===== src/rtl/mem_arbiter.sv =====
// Two-client (instruction fetch / data) arbiter onto a single memory port, one transaction at a time.
// Optional round-robin tie-breaking is enabled by defining MEM_ARBITER_RR_EN; otherwise data has fixed priority.
module mem_arbiter #(
  parameter int ADDR_WIDTH = 16,
  parameter int DATA_WIDTH = 16
) (
  input  logic                    clk,
  input  logic                    rst_n,
  // instruction-fetch client
  input  logic                    i_read,
  input  logic [ADDR_WIDTH-1:0]   i_address,
  output logic [DATA_WIDTH-1:0]   i_rdata,
  output logic                    i_resp,
  // data client
  input  logic                    d_read,
  input  logic                    d_write,
  input  logic [DATA_WIDTH/8-1:0] d_wmask,
  input  logic [ADDR_WIDTH-1:0]   d_address,
  input  logic [DATA_WIDTH-1:0]   d_wdata,
  output logic [DATA_WIDTH-1:0]   d_rdata,
  output logic                    d_resp,
  // downstream memory
  output logic                    pmem_read,
  output logic                    pmem_write,
  output logic [DATA_WIDTH/8-1:0] pmem_wmask,
  output logic [ADDR_WIDTH-1:0]   pmem_address,
  output logic [DATA_WIDTH-1:0]   pmem_wdata,
  input  logic [DATA_WIDTH-1:0]   pmem_rdata,
  input  logic                    pmem_resp,
  // debug view of the FSM state (0 IDLE, 1 BUSY, 2 RESP)
  output logic [1:0]              o_dbg_state
);

  localparam int MASK_WIDTH = DATA_WIDTH / 8;

  // Handshake: a client holds its request until its one-cycle resp pulse and drops
  // it the next cycle; memory holds pmem_read/pmem_write until one pmem_resp cycle.
  typedef enum logic [1:0] {
    ST_IDLE = 2'd0,
    ST_BUSY = 2'd1,
    ST_RESP = 2'd2
  } state_t;

  state_t r_state;
  state_t w_state_next;

  logic                  w_d_req;
  logic                  w_i_req;
  logic                  w_grant_d;
  logic                  w_start;
  logic                  w_done;

  logic                  r_client_d;
  logic                  r_pmem_read;
  logic                  r_pmem_write;
  logic [MASK_WIDTH-1:0] r_pmem_wmask;
  logic [ADDR_WIDTH-1:0] r_pmem_address;
  logic [DATA_WIDTH-1:0] r_pmem_wdata;
  logic [DATA_WIDTH-1:0] r_i_rdata;
  logic [DATA_WIDTH-1:0] r_d_rdata;
  logic                  r_i_resp;
  logic                  r_d_resp;

  assign w_d_req = d_read | d_write;
  assign w_i_req = i_read;
  assign w_start = (r_state == ST_IDLE) && (w_d_req || w_i_req);
  assign w_done  = (r_state == ST_BUSY) && pmem_resp;

`ifdef MEM_ARBITER_RR_EN
  // 1 = data client was granted last; reset value favours data on the first tie
  logic r_last_d;

  assign w_grant_d = w_d_req && (!w_i_req || !r_last_d);

  always_ff @(posedge clk or negedge rst_n) begin
    if (!rst_n) begin
      r_last_d <= 1'b0;
    end else if (w_start) begin
      r_last_d <= w_grant_d;
    end
  end
`else
  assign w_grant_d = w_d_req;
`endif

  always_ff @(posedge clk or negedge rst_n) begin
    if (!rst_n) begin
      r_state <= ST_IDLE;
    end else begin
      r_state <= w_state_next;
    end
  end

  always_comb begin
    w_state_next = r_state;
    case (r_state)
      ST_IDLE: if (w_start) w_state_next = ST_BUSY;
      ST_BUSY: if (w_done)  w_state_next = ST_RESP;
      ST_RESP: w_state_next = ST_IDLE;
      default: w_state_next = ST_IDLE;
    endcase
  end

  always_ff @(posedge clk or negedge rst_n) begin
    if (!rst_n) begin
      r_client_d     <= 1'b0;
      r_pmem_read    <= 1'b0;
      r_pmem_write   <= 1'b0;
      r_pmem_wmask   <= '0;
      r_pmem_address <= '0;
      r_pmem_wdata   <= '0;
      r_i_rdata      <= '0;
      r_d_rdata      <= '0;
      r_i_resp       <= 1'b0;
      r_d_resp       <= 1'b0;
    end else begin
      r_i_resp <= 1'b0;
      r_d_resp <= 1'b0;
      if (w_start) begin
        r_client_d <= w_grant_d;
        if (w_grant_d) begin
          // a simultaneous read and write from the data client is a write
          r_pmem_write   <= d_write;
          r_pmem_read    <= !d_write;
          r_pmem_address <= d_address;
          r_pmem_wmask   <= d_wmask;
          r_pmem_wdata   <= d_write ? d_wdata : '0;
        end else begin
          r_pmem_write   <= 1'b0;
          r_pmem_read    <= 1'b1;
          r_pmem_address <= i_address;
          r_pmem_wmask   <= '1;
          r_pmem_wdata   <= '0;
        end
      end
      if (w_done) begin
        r_pmem_read  <= 1'b0;
        r_pmem_write <= 1'b0;
        if (r_client_d) begin
          r_d_rdata <= pmem_rdata;
          r_d_resp  <= 1'b1;
        end else begin
          r_i_rdata <= pmem_rdata;
          r_i_resp  <= 1'b1;
        end
      end
    end
  end

  assign pmem_read    = r_pmem_read;
  assign pmem_write   = r_pmem_write;
  assign pmem_wmask   = r_pmem_wmask;
  assign pmem_address = r_pmem_address;
  assign pmem_wdata   = r_pmem_wdata;
  assign i_rdata      = r_i_rdata;
  assign d_rdata      = r_d_rdata;
  assign i_resp       = r_i_resp;
  assign d_resp       = r_d_resp;
  assign o_dbg_state  = r_state;

endmodule

===== config.mk =====
export PLATFORM = sky130hd
export DESIGN_NAME = mem_arbiter
export DESIGN_NICKNAME = d
export VERILOG_FILES = /design/src/rtl/mem_arbiter.sv
export SDC_FILE = /design/constraint.sdc
export NUM_CORES = 1
export LEC_CHECK = 0
export BUFFER_PORTS_ARGS = -buffer_cell sky130_fd_sc_hd__buf_2
export CORE_UTILIZATION = 46
export DETAILED_ROUTE_END_ITERATION = 16
export PLACE_DENSITY_LB_ADDON = 0.12
export SKIP_LAST_GASP = 1
export SLEW_MARGIN = 40
export SYNTH_ARGS = -nofsm -noshare
export SYNTH_HDL_FRONTEND = slang
export SYNTH_SLANG_ARGS = --single-unit

===== constraint.sdc =====
create_clock -name clk -period 1.6 [get_ports clk]
set_input_delay 0.16 -clock clk [delete_from_list [all_inputs] [get_ports clk]]
set_output_delay 0.16 -clock clk [all_outputs]
set_load 0.05 [all_outputs]

==> results of run 1 <==
## worst max-delay path: cells and delay by family, from the launching register on
kind	cells	cell delay, ps
buffers and inverters	1	80
DFF	1	430
muxes	1	400
and+or+nand+nor	2	460
## routing by layer
layer / track usage / up-vias / part of all wire
met4: 0.09875 / 0 / 0.019
met3: 0.05865 / 11 / 0.071
li1: - / 1050 / -
met2: 0.3003 / 88 / 0.46
met1: 0.2575 / 1039 / 0.45
met5: 0 / - / 0
## how the worst min path moves through the flow
stage               startpoint             to  slack, ps  cells past startpoint
global route        d_wmask[1]  pmem_wmask[1]          2                      2
global placement         rst_n    d_rdata[14]        220                      2
finish              d_wmask[1]  pmem_wmask[1]         20                      2
CTS                 d_wmask[1]  pmem_wmask[1]          5                      2
floorplan                rst_n     d_rdata[0]       -140                      0
detailed placement       rst_n    d_rdata[14]        220                      2
## logic make-up (layout without fill, tap and decap cells)
family,after synthesis,count (layout),synth area share
simple gates,25,25,0.04686
flops,73,73,0.6001
mux,65,65,0.2548
compound gates,24,24,0.04686
buf+inv,29,186,0.05137
## stage by stage
stage	util	hold WS [ps]	cell area, um^2
after floorplan	-	-135.6	3052
after global placement	0.6072	222.3	3877
after detailed placement	0.6072	217.1	3877
after CTS	0.6424	4.765	4103
after global routing	0.6436	2.409	4110
final	0.6436	21.31	4110
## flip-flops by register name (all words and copies together), names as in the netlist
signal	cells
r_client_d	1
d_resp	1
pmem_read	1
o_dbg_state	2
i_resp	1
i_rdata	16
pmem_wmask	2
d_rdata	16
pmem_address	16
pmem_write	1
pmem_wdata	16
## synth_stat cells
master	n
buf_6	6
mux2_2	39
o21ai_0	18
dfrtp_1	73
nor2_1	1
nand2_2	1
nand2b_1	1
nand3_1	16
buf_1	1
nand2_1	2
o22a_1	2
a21bo_2	1
o31a_1	1
buf_2	2
and2_1	1
clkbuf_1	2
mux2i_1	1
mux2_1	13
mux2_4	12
inv_2	1
nand3b_4	1
inv_1	17
o31ai_1	1
a31o_2	1
nor2_2	2
## final cells by class
class	instances	share of cell area
tap	77	0.02344
inverter	18	0.01644
multi-input combinational	114	0.2594
clock buffer	12	0.04018
clock inverter	4	0.01218
timing repair buffer	152	0.2033
sequential	73	0.4451
## repair_timing
action | 4_1_cts | 5_1_grt
endpoints found under the setup margin | 0 | 7
hold buffers | 1 | 0
gates resized for setup | 0 | 0
endpoints found under the hold margin | 73 | 0
setup buffers | 0 | 1
==> run summary, run 1 <==
* 0.9274 — ratio of final minimum period to clock period
* dfrtp_1 — post-synth top area cell
* 83.62 ps — setup slack at placement
* d_rdata[14] — worst setup path endpoint
* 74 — maximum number of pins on one net before global-route repair
* 0 — final count of hold timing violations
* 0 — post-detailed-route count of antenna-violating nets
* o_dbg_state[1] — worst setup path startpoint
* 73 — number of clock sinks
* 35.02% — area added between synthesis and finish
* 536 — fill cell count
* 288 — syn nets
* 0 — DRC violations left
* 0 — max-slew violation count
* 2076 — number of global-route vias before repair
* 1710 ps — data arrival time of the critical path
* 0.006947 mm^2 — floorplan die area
* 116.2 ps — worst-case setup margin in the final layout
* 216 — gate count after technology mapping
* 1830 ps — Crit path required time
* 0.7521 — final estimated routing congestion in global placement
* 4 — Pre-Repair DR Iteration Count
* flip-flop to flip-flop — worst setup path class
* 2 — Max Root-Sink Buffers
* flip-flop — startpoint type of the worst setup path
* 9 — number of CTS-inserted buffers
* 0.4767 — starting utilization of the core area
* 143 — number of buffer cells added on primary ports
* 0 — max-cap viol count
* clkbuf_8 — CTS Root Cell
* 0.003044 mm^2 — cell area after synthesis
* 53 — violation count after the first detailed-routing iteration
* 4.618 mm — sum of net half-perimeters after detailed placement
* 0.6739 GHz — Max Fclk
* 0 ps — Post-Route Setup TNS
* 0 — Synthesis Warnings
* 14.09 um^2 — mean instance size in the synthesized netlist
* 340 ps — insertion delay of the later-clocked pin in the worst-skew pair
* 0.7124 — worst slew margin relative to its limit
* 4.862 — via/cell ratio
* 17 — Crit Path Max Fanout
* 440 — final net count
* 0 — initial antenna violation count
* nand3b_4, inv_2, nand2_2, mux2_1 — critical path cell sequence
* 0.001066 mm^2 — combined area of the multi-input logic cells
* 0.006386 mm^2 — core area
* 29 — Cell Rows
* 3 — H-tree level count
* 0.6001 — area fraction of the dominant cell type after synthesis
* 83.35 um — horizontal die dimension
* 2188 — via total after detailed routing
* 430 ps — worst stage delay on the critical path
* 0.1973 — global router's overall resource usage
* buf_2 — most common cell after layout, fill and taps aside
* 4 — FF-to-FF path depth
* 0 — Setup-failing EPs final
* 427.8 ps — pin slew with the least headroom to its limit
* 14.41 um — routed length per placed instance
* 144 — number of ports placed on the die boundary
* 120 ps — setup slack of the worst register-to-register path
* false — RSZ-0062 raised after global routing
* 0.001829 mm^2 — Register Area
* dfrtp_1 (60%), mux2_2 (14%), mux2_4 (5.9%), mux2_1 (4.8%), o21ai_0 (3.0%) — cell types occupying the most area after synthesis
* buf_2 (143), dfrtp_1 (71), mux2_2 (39), o21ai_0 (18), inv_1 (17) — leading cell types in the layout, fill and taps excluded
* built — TritonCTS clock tree
* 450 — final standard cell count with taps included and fillers excluded
* 70 ps — clock edge transition at the registers on the reported setup and hold paths
* 83.35 um — die height
* 0.6086 — ratio of cells with drive above 1 in the final layout
* 6.486 mm — Total Routed Length
* 1484 ps — shortest clock period the worst path allows after layout
* 10.49 mm — first-pass GRT wire length
* 432 — Placed Cells incl. Taps
* 0 — n_diodes
* d_rdata[14] — Reg-to-Reg End
* 25 — count of different cell masters after synthesis
* flip-flop — Worst setup EP type
* 0 — total overflow reported by the global router
* 6.694 ps — worst setup skew after layout
* dfrtp_2 — highest-delay cell along the critical path
* completed — outcome
* primary input to flip-flop — Hold WC Path Type
* 73 — flip-flop and latch count after synthesis
* o_dbg_state[1] — reg2reg start
* 0.6001 — sequential-to-total area share from yosys stat
Power of run 1 is not shown: default switching activity piles up to over one toggle a cycle in this logic, so the estimate is an artifact.
==> run 2: changes to the inputs <==
Settings changed: RECOVER_POWER set to 100, SKIP_CTS_REPAIR_TIMING set to 1.
==> run summary, run 2 (synthesis results as in run 1) <==
* 14.34 um — routed length per placed instance, was 14.41 um
* 1465 ps — shortest clock period the worst path allows after layout, was 1484 ps
* 4 — Pre-Repair DR Iteration Count, unchanged
* completed — outcome, unchanged
* 2076 — number of global-route vias before repair, unchanged
* 0 — initial antenna violation count, unchanged
* 144 — number of ports placed on the die boundary, unchanged
* 0 — max-cap viol count, unchanged
* 0.3807 — ratio of cells with drive above 1 in the final layout, was 0.6086
* 1 — CP Buf/Inv Count, unchanged
* clkbuf_8 — CTS Root Cell, unchanged
* 0 — Setup-failing EPs final, unchanged
* 0 — DRC violations left, unchanged
* 70 ps — clock edge transition at the registers on the reported setup and hold paths, about the same
* 0.006386 mm^2 — core area, unchanged
* 0 — post-detailed-route count of antenna-violating nets, unchanged
* nor2_1, o31a_1, buf_12, mux2_1 — critical path cell sequence, was nand3b_4, inv_2, nand2_2, mux2_1
* 340 ps — insertion delay of the later-clocked pin in the worst-skew pair, about the same
* dfrtp_1 — highest-delay cell along the critical path, was dfrtp_2
* 83.35 um — die height, unchanged
* 61 — violation count after the first detailed-routing iteration, was 53
* 29 — Cell Rows, unchanged
* 440 — final net count, unchanged
* flip-flop to flip-flop — worst setup path class, unchanged
* 6.451 mm — Total Routed Length, was 6.486 mm
* flip-flops — Worst path top cell family by delay, was simple AND/OR/NAND/NOR gates
* 2201 — via total after detailed routing, was 2188
* 0 ps — Post-Route Setup TNS, unchanged
* 0.006947 mm^2 — floorplan die area, unchanged
* dfrtp_1 (72), clkbuf_1 (72), buf_2 (71), mux2_2 (39), mux2_1 (24) — leading cell types in the layout, fill and taps excluded, was buf_2 (143), dfrtp_1 (71), mux2_2 (39), o21ai_0 (18), inv_1 (17)
* 0.9159 — ratio of final minimum period to clock period, was 0.9274
* flip-flop — startpoint type of the worst setup path, unchanged
* 0.3497 — worst slew margin relative to its limit, was 0.7124
* 143 — number of buffer cells added on primary ports, unchanged
* built — TritonCTS clock tree, unchanged
* 17 — Crit Path Max Fanout, unchanged
* 4.891 — via/cell ratio, was 4.862
* primary input to flip-flop — Hold WC Path Type, unchanged
* 5.529 ps — worst setup skew after layout, was 6.694 ps
* 0 — max-slew violation count, unchanged
* 975.5 ps — pin slew with the least headroom to its limit, was 427.8 ps
* 2 — Max Root-Sink Buffers, unchanged
* 73 — number of clock sinks, unchanged
* 440 ps — worst stage delay on the critical path, was 430 ps
* 74 — maximum number of pins on one net before global-route repair, unchanged
* 0 — n_diodes, unchanged
* 0 — total overflow reported by the global router, unchanged
* flip-flop — Worst setup EP type, unchanged
* 0 — final count of hold timing violations, unchanged
* 0.4767 — starting utilization of the core area, unchanged
* 83.35 um — horizontal die dimension, unchanged
* 1820 ps — Crit path required time, was 1830 ps
* 3 — H-tree level count, unchanged
* 9 — number of CTS-inserted buffers, unchanged
* 10.49 mm — first-pass GRT wire length, unchanged
* 0.1973 — global router's overall resource usage, unchanged
* 30.00% — area added between synthesis and finish, was 35.02%
* 593 — fill cell count, was 536
* 0.7521 — final estimated routing congestion in global placement, unchanged
* 0.6824 GHz — Max Fclk, was 0.6739 GHz
* 1680 ps — data arrival time of the critical path, was 1710 ps
* 4.618 mm — sum of net half-perimeters after detailed placement, unchanged
* false — RSZ-0062 raised after global routing, unchanged
==> run 2: changes by cell type in the layout (fill, tap and decap cells not counted), sizes merged <==
| cell | before | now |
|---|---|---|
| clkbuf | 12 | 86 |
| buf | 151 | 77 |
==> run 2: final cells by class <==
| type | count | area, um^2 | share of cell area |
|---|---|---|---|
| Multi-Input combinational cell | 114 | 1017 | 0.2570 |
| Clock inverter | 4 | 50.05 | 0.01265 |
| Clock buffer | 12 | 165.2 | 0.04173 |
| Tap cell | 77 | 96.34 | 0.02434 |
| Timing Repair Buffer | 152 | 733.2 | 0.1853 |
| Inverter | 18 | 67.56 | 0.01707 |
| Sequential cell | 73 | 1828 | 0.4619 |
==> run 2: final timing paths <==
| check | from | to | slack, ps | cells after the start |
|---|---|---|---|---|
| worst max register to register | o_dbg_state[0] | pmem_address[12] | 130 | 4 |
| worst min-delay path | d_wmask[1] | pmem_wmask[1] | 20 | 2 |
| min in group asynchronous | rst_n | d_rdata[14] | 590 | 3 |
| max in group asynchronous | rst_n | o_dbg_state[1] | 290 | 3 |
| worst min register to register | d_rdata[10] | d_rdata[10] | 490 | 1 |
| worst max-delay path | o_dbg_state[0] | pmem_address[12] | 130 | 4 |
==> run 2: routing by layer <==
layer | routed length (um) | share of wire | up-vias | global-route usage
li1 | - | - | 1048 | -
met4 | 130 | 0.020 | 0 | 0.09875
met3 | 452 | 0.070 | 11 | 0.05865
met5 | 0 | 0 | - | 0
met2 | 3013 | 0.47 | 86 | 0.3003
met1 | 2856 | 0.44 | 1056 | 0.2575
==> run 2: metrics by stage <==
stage,util,cells,hold WS [ps],worst slack (ps),area [um^2]
2_1_floorplan,-,216,-135.6,44.42,3052
3_3_place_gp,0.6072,432,222.3,129.8,3877
3_5_place_dp,0.6072,432,217.1,83.62,3877
4_1_cts,0.6409,448,-158.0,76.37,4093
5_1_grt,0.6197,450,2.409,38.35,3958
6_report,0.6197,450,19.69,134.6,3958
Power of run 2 is left out for the same reason.
==> run 3: changes to the inputs <==
Settings changed: ABC_AREA set to 1.
==> run summary, run 3 <==
* 29 — Cell Rows, unchanged
* 0.9003 — ratio of final minimum period to clock period, was 0.9159
* built — TritonCTS clock tree, unchanged
* nand2_1 (236), dfrtp_1 (73), clkbuf_1 (72), buf_2 (70), o21ai_0 (19) — leading cell types in the layout, fill and taps excluded, was dfrtp_1 (72), clkbuf_1 (72), buf_2 (71), mux2_2 (39), mux2_1 (24)
* 0.5945 — sequential-to-total area share from yosys stat, was 0.6001
* flip-flop — startpoint type of the worst setup path, unchanged
* 83.74 um — die height, was 83.35 um
* 0 — DRC violations left, unchanged
* 143 — number of buffer cells added on primary ports, unchanged
* 9 — number of CTS-inserted buffers, unchanged
* 240 ps — setup slack of the worst register-to-register path, was 130 ps
* 3 — Crit Path Max Fanout, was 17
* completed — outcome, unchanged
* 0 — Setup-failing EPs final, unchanged
* 0.003827 mm^2 — placed inst area, was 0.003877 mm^2
* d_rdata[3] — Worst Hold Path EP, was pmem_wmask[1]
* 0 — Post-synth EDFFs, unchanged
* 0 — Synthesis Warnings, unchanged
* 0 — max-cap viol count, unchanged
* 3 — Hold Path Depth, was 2
* 1.000 — Synth async-reset ratio, unchanged
* clkbuf_1 — critical path cell sequence, was nor2_1, o31a_1, buf_12, mux2_1
* 520 ps — worst stage delay on the critical path, was 440 ps
* 9.589 mW — Design Power
* 4.682 — via/cell ratio, was 4.891
* 2438 mW/mm^2 — power density cells
* 0.2039 — ratio of cells with drive above 1 in the final layout, was 0.3807
* dfrtp_1 — post-synth top area cell, unchanged
* 0 — final count of hold timing violations, unchanged
* 28.01% — area added between synthesis and finish, was 30.00%
* primary input to flip-flop — Hold WC Path Type, unchanged
* d_rdata[5] — Reg-to-Reg End, was pmem_address[12]
* 80 ps — clock edge transition at the registers on the reported setup and hold paths, was 70 ps
* 144 — number of ports placed on the die boundary, unchanged
* 0.6942 GHz — Max Fclk, was 0.6824 GHz
* 0.003073 mm^2 — cell area after synthesis, was 0.003044 mm^2
* 0 — total overflow reported by the global router, unchanged
* 0 — initial antenna violation count, unchanged
* nand2_1 — most frequent cell after synthesis, was dfrtp_1
* 5.085 mm — sum of net half-perimeters after detailed placement, was 4.618 mm
* flip-flop to output pin — worst setup path class, was flip-flop to flip-flop
* false — RSZ-0062 raised after global routing, unchanged
* nand2_1 — most common cell after layout, fill and taps aside
* 0 ps — Post-Route Setup TNS, unchanged
* 0 — max-slew violation count, unchanged
* 3 — H-tree level count, unchanged
* 437 — syn nets, was 288
* 0 — post-detailed-route count of antenna-violating nets, unchanged
* 6 — FF-to-FF path depth, was 4
* pmem_rdata[3] — Worst Min Path Start, was d_wmask[1]
* 0.007012 mm^2 — floorplan die area, was 0.006947 mm^2
* clkbuf_1 — highest-delay cell along the critical path, was dfrtp_1
* 0.003934 mm^2 — design area, was 0.003958 mm^2
* 2710 — number of global-route vias before repair, was 2076
* 4 — Pre-Repair DR Iteration Count, unchanged
* 1280 ps — data arrival time of the critical path, was 1680 ps
* 1280 uV — largest voltage drop on the vdd net
* 0.5945 — area fraction of the dominant cell type after synthesis, was 0.6001
* 582 — final net count, was 440
* 0.5106 — worst slew margin relative to its limit, was 0.3497
* 73 — number of clock sinks, unchanged
* 73 — flip-flop and latch count after synthesis, unchanged
* 7.216 mm — Total Routed Length, was 6.451 mm
* buffers and inverters — Worst path top cell family by delay, was flip-flops
* 12.28 mm — first-pass GRT wire length, was 10.49 mm
* nand2_1 (236), dfrtp_1 (73), o21ai_1 (18), buf_4 (6), nand2_2 (6) — top cells by count, synth, was dfrtp_1 (73), mux2_2 (39), o21ai_0 (18), inv_1 (17), nand3_1 (16)
* 2.165 nW — cell leakage power
* 1440 ps — Crit path required time, was 1820 ps
* 1440 ps — shortest clock period the worst path allows after layout, was 1465 ps
* 0.7516 — final estimated routing congestion in global placement, was 0.7521
* 143 — violation count after the first detailed-routing iteration, was 61
* 2772 — via total after detailed routing, was 2201
* 2 — Max Root-Sink Buffers, unchanged
* 17 — count of different cell masters after synthesis, was 25
* 340 ps — insertion delay of the later-clocked pin in the worst-skew pair, about the same
* dfrtp_1 (59%), nand2_1 (29%), o21ai_1 (2.9%), buf_4 (1.5%), nand2_2 (1.2%) — cell types occupying the most area after synthesis, was dfrtp_1 (60%), mux2_2 (14%), mux2_4 (5.9%), mux2_1 (4.8%), o21ai_0 (3.0%)
* 83.74 um — horizontal die dimension, was 83.35 um
* clkbuf_8 — CTS Root Cell, unchanged
* o_dbg_state[1] — reg2reg start, was o_dbg_state[0]
* dfrtp_1 — Primary FF master, synth, unchanged
* 0 — n_diodes, unchanged
* 8.419 um^2 — mean instance size in the synthesized netlist, was 14.09 um^2
* 12.19 um — routed length per placed instance, was 14.34 um
* 1 — CP Buf/Inv Count, unchanged
* output pin — Worst setup EP type, was flip-flop
* 0.2199 — global router's overall resource usage, was 0.1973
* 0.4812 — starting utilization of the core area, was 0.4767
* 734.2 ps — pin slew with the least headroom to its limit, was 975.5 ps
* 9.824 ps — worst setup skew after layout, was 5.529 ps
* 56 — maximum number of pins on one net before global-route repair, was 74
* 365 — gate count after technology mapping, was 216
* 0.006386 mm^2 — core area, unchanged
run 3: through the flow:
stage          setup WS, ps  hold WS [ps]  utilization  std cells
2_1_floorplan         106.0        -135.6            -        365
3_3_place_gp          323.5         111.6       0.5993        575
3_5_place_dp          260.8         119.9       0.5993        575
4_1_cts               258.8        -247.8       0.6301        591
5_1_grt               96.27         26.31       0.6160        592
6_report              159.5         32.83       0.6160        592
run 3: layout make-up:
type | instances | area (um^2)
tap | 77 | 96.34
multi-input combinational | 270 | 1114
clock inverter | 5 | 55.05
timing repair buffer | 148 | 670.6
clock buffer | 11 | 141.4
inverter | 8 | 30.03
fill | 646 | 2452
sequential | 73 | 1827
run 3: worst max-delay path by stage:
stage / startpoint / endpoint / slack [ps] / depth (start not counted)
3_5_place_dp: o_dbg_state[0] / pmem_wmask[0] / 260 / 4
5_1_grt: o_dbg_state[1] / d_rdata[5] / 100 / 6
4_1_cts: o_dbg_state[0] / pmem_wmask[0] / 260 / 4
6_report: o_dbg_state[1] / o_dbg_state[1] / 160 / 1
3_3_place_gp: o_dbg_state[0] / pmem_wdata[12] / 320 / 4
2_1_floorplan: o_dbg_state[0] / i_rdata[10] / 110 / 6
run 3: logic make-up (layout without fill, tap and decap cells):
group	after synthesis	count (layout)	share of synthesized area
AO/OA/AOI/OAI	19	19	0.03094
buffers and inverters	22	172	0.04315
flip-flops	73	73	0.5945
AND/OR/NAND/NOR	251	251	0.3314
run 3: report_power, final:
group | leakage [nW] | switching, mW | internal, mW
Sequential | 0.915 | 0.490 | 2.66
Combinational | 1.16 | 4.15 | 0.842
Clock | 0.0953 | 0.688 | 0.758
Total | 2.17 | 5.33 | 4.26
run 3: per-layer routing:
| metal | GRT usage | wire length [um] | up-vias |
|---|---|---|---|
| met3 | 0.05440 | 425 | 7 |
| met4 | 0.07088 | 57 | 0 |
| met1 | 0.2956 | 3309 | 1281 |
| li1 | - | - | 1394 |
| met2 | 0.3518 | 3424 | 90 |
| met5 | 0 | 0 | - |
Power figures use the tool's default switching activity.
